===== config.mk =====
export PLATFORM = sky130hd
export DESIGN_NAME = ysyx_23060171_ifu
export DESIGN_NICKNAME = d
export VERILOG_FILES = /design/src/rtl/ysyx_23060171_pkg.sv /design/src/rtl/ysyx_23060171_npc_sel.sv /design/src/rtl/ysyx_23060171_ifu.sv
export SDC_FILE = /design/constraint.sdc
export NUM_CORES = 1
export LEC_CHECK = 0
export ABC_AREA = 1
export BUFFER_PORTS_ARGS = -buffer_cell sky130_fd_sc_hd__buf_4
export CORE_ASPECT_RATIO = 0.5
export CORE_UTILIZATION = 50
export CTS_CLUSTER_DIAMETER = 30
export DETAILED_ROUTE_END_ITERATION = 7
export GPL_TIMING_DRIVEN = 0
export HOLD_SLACK_MARGIN = 0.06
export PLACE_DENSITY = 0.85
export SYNTH_ARGS = -nofsm -noshare
export SYNTH_HDL_FRONTEND = slang
export SYNTH_HIERARCHICAL = 1
export SYNTH_SLANG_ARGS = --single-unit
export TNS_END_PERCENT = 50

===== constraint.sdc =====
create_clock -name clk -period 2.6 [get_ports clk]
set_input_delay 0.39 -clock clk [delete_from_list [all_inputs] [get_ports clk]]
set_output_delay 0.39 -clock clk [all_outputs]
set_load 0.05 [all_outputs]

===== src/rtl/ysyx_23060171_pkg.sv =====
// Shared types and constants for the ysyx_23060171 core front end.
package ysyx_23060171_pkg;

    typedef enum logic [1:0] {
        FETCH = 2'd0,
        WAIT  = 2'd1,
        HOLD  = 2'd2
    } ifu_state_t;

    localparam logic [31:0] RESET_PC_DEF = 32'h8000_0000;
    localparam logic [31:0] NOP_INST_DEF = 32'h0000_0013;

endpackage


===== src/rtl/ysyx_23060171_npc_sel.sv =====
// Next-PC priority mux: interrupt, then mret, then redirect, then sequential.
module ysyx_23060171_npc_sel (
    input  logic [31:0] pc_i,
    input  logic        irq_i,
    input  logic        mret_i,
    input  logic        redirect_i,
    input  logic [31:0] redirect_pc_i,
    input  logic [31:0] mtvec_i,
    input  logic [31:0] mepc_i,
    output logic [31:0] npc_o,
    output logic        misalign_o
);

    logic [31:0] raw_pc;

    always_comb begin
        raw_pc = pc_i + 32'd4;
        if (irq_i) begin
            raw_pc = mtvec_i;
        end else if (mret_i) begin
            raw_pc = mepc_i;
        end else if (redirect_i) begin
            raw_pc = redirect_pc_i;
        end
    end

    // Fetches are always word aligned; low bits are dropped and flagged.
    assign npc_o      = {raw_pc[31:2], 2'b00};
    assign misalign_o = |raw_pc[1:0];

endmodule


===== src/rtl/ysyx_23060171_ifu.sv =====
// Instruction fetch unit: owns the PC, fetches one word per retirement over valid/ready.
module ysyx_23060171_ifu
    import ysyx_23060171_pkg::*;
#(
    parameter logic [31:0] RESET_PC = RESET_PC_DEF,
    parameter logic [31:0] NOP_INST = NOP_INST_DEF
) (
    input  logic        clk,
    input  logic        rst_n,
    output logic        req_valid,
    input  logic        req_ready,
    output logic [31:0] req_addr,
    input  logic        resp_valid,
    input  logic [31:0] resp_data,
    input  logic        resp_err,
    output logic [31:0] inst,
    output logic [31:0] pcD,
    output logic [31:0] pc_plus_4D,
    output logic        inst_valid,
    output logic        fetch_err,
    input  logic        commit,
    input  logic        irqF,
    input  logic        mret,
    input  logic        redirect,
    input  logic [31:0] redirect_pc,
    input  logic [31:0] mtvec,
    input  logic [31:0] mepc,
    output logic        misalign
);

    ifu_state_t  state_q;
    logic [31:0] pc_q;
    logic [31:0] pc_plus_4_q;
    logic [31:0] inst_q;
    logic        req_valid_q;
    logic        inst_valid_q;
    logic        fetch_err_q;
    logic        misalign_q;

    logic [31:0] npc;
    logic        npc_misalign;

    ysyx_23060171_npc_sel u_npc_sel (
        .pc_i          (pc_q),
        .irq_i         (irqF),
        .mret_i        (mret),
        .redirect_i    (redirect),
        .redirect_pc_i (redirect_pc),
        .mtvec_i       (mtvec),
        .mepc_i        (mepc),
        .npc_o         (npc),
        .misalign_o    (npc_misalign)
    );

    always_ff @(posedge clk or negedge rst_n) begin
        if (!rst_n) begin
            state_q      <= FETCH;
            pc_q         <= RESET_PC;
            pc_plus_4_q  <= RESET_PC + 32'd4;
            inst_q       <= NOP_INST;
            req_valid_q  <= 1'b1;
            inst_valid_q <= 1'b0;
            fetch_err_q  <= 1'b0;
            misalign_q   <= 1'b0;
        end else begin
            misalign_q <= 1'b0;
            unique case (state_q)
                FETCH: begin
                    if (req_valid_q && req_ready) begin
                        state_q     <= WAIT;
                        req_valid_q <= 1'b0;
                    end
                end
                WAIT: begin
                    if (resp_valid) begin
                        state_q      <= HOLD;
                        inst_q       <= resp_err ? NOP_INST : resp_data;
                        fetch_err_q  <= resp_err;
                        inst_valid_q <= 1'b1;
                    end
                end
                HOLD: begin
                    // Next-PC controls are only meaningful on retirement.
                    if (commit) begin
                        state_q      <= FETCH;
                        pc_q         <= npc;
                        pc_plus_4_q  <= npc + 32'd4;
                        misalign_q   <= npc_misalign;
                        inst_valid_q <= 1'b0;
                        fetch_err_q  <= 1'b0;
                        req_valid_q  <= 1'b1;
                    end
                end
                default: begin
                    state_q     <= FETCH;
                    req_valid_q <= 1'b1;
                end
            endcase
        end
    end

    assign req_valid  = req_valid_q;
    assign req_addr   = pc_q;
    assign inst       = inst_q;
    assign pcD        = pc_q;
    assign pc_plus_4D = pc_plus_4_q;
    assign inst_valid = inst_valid_q;
    assign fetch_err  = fetch_err_q;
    assign misalign   = misalign_q;

endmodule


Word level (Yosys, flattened, before mapping)
Index checks and enable logic that the tools add are counted.
Widths: inputs -> output; s select.

word-level totals
  RAM bits = 0
  flip-flop bits (word level) = 100
  bits of input ports = 137
  output and inout port bits = 132
  memories kept = 0
  bits in read-only memories = 0
  bits in latches = 0
  logic and storage cells = 43

operators by class
  multiply operators = 0
  shift-type cells = 0
  order comparisons = 0
  add/sub/neg operators = 2
  div/mod/pow operators = 0
  reductions and logical operators = 9
  equal/unequal tests = 5
  muxes and demuxes = 18
  bitwise logic cells = 1

operators by type and width
  kind                   number
  $mux 32                4
  $add 32x3->32 const B  2
  $reduce_and 3->1       3
  $mux 1                 7
  $mux 2                 3
  $ne 2x2->1 const B     3
  $pmux 2 s3             1
  $pmux 1 s2             2
  $reduce_and 2->1       2
  $pmux 1 s3             1
  $eq 2x1->1 const B     1
  $eq 2x2->1 const B     1
  $logic_not 2->1        1
  $reduce_bool 2->1      1
  $reduce_or 2->1        1
  $logic_and 1x1->1      1
  $not 1->1              1

Logic depth before layout (Yosys ltp)
  depth in word-level cells = 7
  depth in mapped cells = 18
  depth with buffers taken out = 18

Modules after synthesis
The synthesis kept the hierarchy.

by module, submodules not included
  module                 instances  cells an instance  sequential area each (um^2)  area each (um^2)
  ysyx_23060171_ifu      1          559                2511.2                       4844.6
  ysyx_23060171_npc_sel  1          419                0.0                          1910.6

Worst setup path before layout
OpenSTA, ideal clock, no wires.

  path kind = reg2reg
  start point = register pc_q[3], in the netlist pcD[3]
  end point = register pc_plus_4_q[29], in the netlist pc_plus_4D[29]
  path buffers = 0
  stages on the path, launching flop included = 15
  library setup time = 0.125 ns
  arrival = 2.439 ns
  required time = 2.475 ns
  clock period less this slack = 2.565 ns
  path slack = 0.035 ns
  path through = dfrtp_1 ha_1 nand3_1 nor2_1 xnor2_1 nand2_1 o211ai_1 a21oi_1 nand2_1 nor2_1 nand2_2 nor2_2 nand2_1 nand2_1 nand3_1

between the ends
  word-level cells in the longest chain between the ends = 5

RTL lines
  item                    line                         RTL
  from (decl)             ysyx_23060171_ifu.sv:32      logic [31:0] pc_q;
  from (signal assigned)  ysyx_23060171_ifu.sv:86      pc_q <= npc;
  $add 32x3->32           ysyx_23060171_npc_sel.sv:17  raw_pc = pc_i + 32'd4;
  $mux 32                 ysyx_23060171_npc_sel.sv:22  end else if (redirect_i) begin
  $mux 32                 ysyx_23060171_npc_sel.sv:20  end else if (mret_i) begin
  $mux 32                 ysyx_23060171_npc_sel.sv:18  if (irq_i) begin
  via npc[8]              ysyx_23060171_ifu.sv:40      logic [31:0] npc;
  $add 32x3->32           ysyx_23060171_ifu.sv:87      pc_plus_4_q <= npc + 32'd4;
  to (signal assigned)    ysyx_23060171_ifu.sv:59      pc_plus_4_q <= RESET_PC + 32'd4;
  to (signal assigned)    ysyx_23060171_ifu.sv:87
  to (decl)               ysyx_23060171_ifu.sv:33      logic [31:0] pc_plus_4_q;

The timed path passes the listed nets, and every way through them passes these cells.
A chain may end at the register's enable or synchronous reset.

Final worst setup path
  start point = register pc_q[2], in the netlist pcD[2]
  end point = register pc_plus_4_q[30], in the netlist pc_plus_4D[30]

Same word-level chain as after synthesis.

==> run_results.csv <==
group,metric,value,unit
sta,worst_clock_skew,13.19,ps
setup_path,cpMostUsedCell,"nand2_1",
setup_path,cp_slowest_cell,"dfrtp_2",
pwr,power.internal,5.615,mW
routing,top_layer_used,"met4",
setup_path,path_max_fanout,7,
floorplanning,start_util,52.30,%
final_layout,drive_gt1_share,38.41,%
sta,drv_slew,0,
grt,grt_pass1_vias,7562,
pwr,powerDensity,1272,mW/mm^2
synth,synthCells,978,
sta,finalHoldViolations,0,
final_layout,diodes,0,
outcome,status,"finished, violations left",
routing,route.met3.wl,3460,um
synth,synth_ff_type,"dfrtp_1",
sta,fin_ws,68.15,ps
pwr,p_clk_share,11.6,%
setup_path,cp-end-kind,"register",
floorplanning,coreArea,0.01292,mm^2
sta,finalSetupViolations,0,
sta,min_period,2532,ps
synth,synth_edf_count,0,
routing,ant_nets,0,
flow_run,cap_violations,0,
routing,drc,8,
pwr,pwr-share-comb,62.5,%
synth,yosysSeqAreaShare,37.17,%
sta,timing.final.crit_share,97.38,%
routing,first_pass_iters,8,
clock_tree,path_clk_slew,80,ps
synth,ys_types,40,
routing,m1WireLength,10980,um
routing,wl_met2,12400,um
floorplanning,io_pins,269,
clock_tree,cts_buffers,9,
clock_tree,cts_tree,"yes",
setup_path,cpPeakStageDelay,460,ps
final_layout,layout_common_cells,"buf_4 (325), nand2_1 (254), nor2_1 (154)",
synth,ys_warn_count,6,
clock_tree,clk_path_buf_depth,2,
synth,syn_area,0.006755,mm^2
floorplanning,die_area,0.01401,mm^2
hold_path,hold_path_class,"input port to register",
place,port_buffers,266,
sta,holdWs,231.7,ps
setup_path,required,2850,ps
setup_path,crit_type,"register to register",
floorplanning,fp.dieH,84.19,um
routing,wire_per_inst,18.88,um
routing,vias,8018,
grt,grt_max_degree,101,
place,hpwl,20630,um
place,post-place-ws,-321.5,ps
grt,grt_pass1_wl,40410,um
setup_path,crit_family,"simple AND/OR/NAND/NOR gates",
setup_path,cp.arrival,2780,ps
clock_tree,clkSinkCount,100,
clock_tree,cts-root-buf,"clkbuf_16",
synth,synth.avg_cell_area,6.907,um^2
setup_path,cp_cell_sequence,"ha_4 -> nand2_2 -> nor2_4 -> nand2_4 -> nor2_4 -> nand3_1 -> nand3_1 -> nand2_1 -> a21oi_2 -> nand2_1 -> nor2_1 -> nand2_1 -> nor2_2 -> nand2_1 -> nand2_1 -> nand3_1",
final_layout,area_growth,45.12,%
final_layout,layout_commonest_cell,"buf_4",
clock_tree,cts_htree_levels,3,
sta,max_clock_freq,395.0,MHz
synth,synth-seq-cells,100,
grt,grt-ovfl-total,0,
final_layout,nets,1415,
floorplanning,row_count,29,
pwr,netSwitchingFraction,54.96,%
floorplanning,die_x,166.4,um
sta,max_slew_margin,15.85,%
pwr,sequentialPowerShare,25.8,%
sta,grt_setup_unrepaired,"true",
pwr,peakVddDrop,0.9933,mV
clock_tree,holdBufCountCts,0,
routing,drtIter0Drc,827,
outcome,violations,"design-rule violations",
routing,via_per_inst,5.526,
setup_path,path_buf_inv,0,
grt,grt_antenna_before_repair,0,
setup_path,start_kind,"register",
pwr,switchingPower,6.853,mW
place,gp_congestion,1.000,
clock_tree,clock_latency,360,ps
sta,tightest_slew,1262,ps
grt,grt_usage,37.83,%
synth,postSynth.asyncResetShare,100.0,%
routing,drt-total-wl,27400,um
pwr,leakagePower,4.903,nW
## power groups by stage
stage               clock network (mW)  logic (mW)  registers, mW
global route                      1.51        8.14           3.30
floorplan                            0        2.84           5.30
global placement                     0        7.32           3.13
detailed placement                   0        7.45           3.15
CTS                               1.45        7.52           3.16
finish                            1.45        7.80           3.22
## metrics by stage
step,utilization [%],cell area [um^2],TNS (ps),std cells,power (mW)
3_5_place_dp,69.43,8969,-4952,1415,10.61
6_report,75.89,9803,0,1451,12.47
3_3_place_gp,69.43,8969,-4717,1415,10.45
2_1_floorplan,-,6759,0,979,8.138
4_1_cts,72.89,9415,0,1436,12.13
5_1_grt,75.89,9803,-234.8,1451,12.96
## path summary, 6_finish.rpt
path,from,end,depth (start not counted),slack (ps)
worst max register to register,pcD[2]$_DFFE_PN0P_,pc_plus_4D[30]$_DFFE_PN0P_,16,70
min in group asynchronous,rst_n,inst[24]$_DFFE_PN0P_,1,310
worst max-delay path,pcD[2]$_DFFE_PN0P_,pc_plus_4D[30]$_DFFE_PN0P_,16,70
worst min-delay path,resp_valid,state_q[0]$_DFFE_PN0P_,2,230
max in group asynchronous,rst_n,pcD[6]$_DFFE_PN0P_,1,1410
worst min register to register,inst_valid$_DFFE_PN0P_,inst_valid$_DFFE_PN0P_,2,490
## metal layers
metal | global-route usage (%) | vias up
met5 | 0 | -
met4 | 9.596 | 0
met3 | 10.99 | 63
met2 | 60.08 | 493
met1 | 51.01 | 3762
li1 | - | 3700
## flip-flops by register name (all words and copies together), names as in the netlist
name / count
fetch_err: 1
state_q: 2
pc_plus_4D: 30
req_valid: 1
misalign: 1
pcD: 32
inst: 32
inst_valid: 1
## Yosys cell counts (8+ instances only)
library cell,instances,area share [%]
a21oi_1,53,3.9
a21oi_2,8,1.0
a22o_1,29,3.8
buf_2,14,1.0
buf_4,40,4.4
clkbuf_1,15,0.83
dfrtp_1,93,34
inv_1,67,3.7
nand2_1,273,15
nand2_2,8,0.74
nand3_1,75,5.6
nor2_1,172,9.6
nor2_2,16,1.5
nor2_4,10,1.7
o21ai_0,38,2.8
## area by class of cell
type                    count  area, um^2
plain buffers              75       473.0
clock buffers               9       225.2
clock inverters             7       90.09
fillers                   973        3114
inverters                  71       271.5
multi-input cells         733        3839
flip-flops and latches    100        2532
well taps                 170       212.7
repair buffers            286        2160
## worst register-to-register path, cell delays in order (launching register included)
cell and delay [ps]:
dfrtp_2 460, ha_4 180, nand2_2 70, nor2_4 130
nand2_4 130, nor2_4 160, nand3_1 90, nand3_1 130
nand2_1 110, a21oi_2 300, nand2_1 140, nor2_1 100
nand2_1 70, nor2_2 160, nand2_1 70, nand2_1 60
nand3_1 60
## repair_timing
action | 4_1_cts | 5_1_grt
buffers inserted | 5 | 15
setup endpoints to repair | 22 | 22
pin swaps | 3 | 19
resized for setup | 27 | 79
## logic make-up after synthesis
family          count (synthesis)  synth area share [%]
compound gates                149                 13.98
xor+xnor                       12                 1.556
fa+ha+maj                       2                0.3704
buf+inv                       146                 11.00
other cells                     1               0.05551
simple gates                  568                 35.86
flops                         100                 37.17
(Power assumes the default switching activity.)
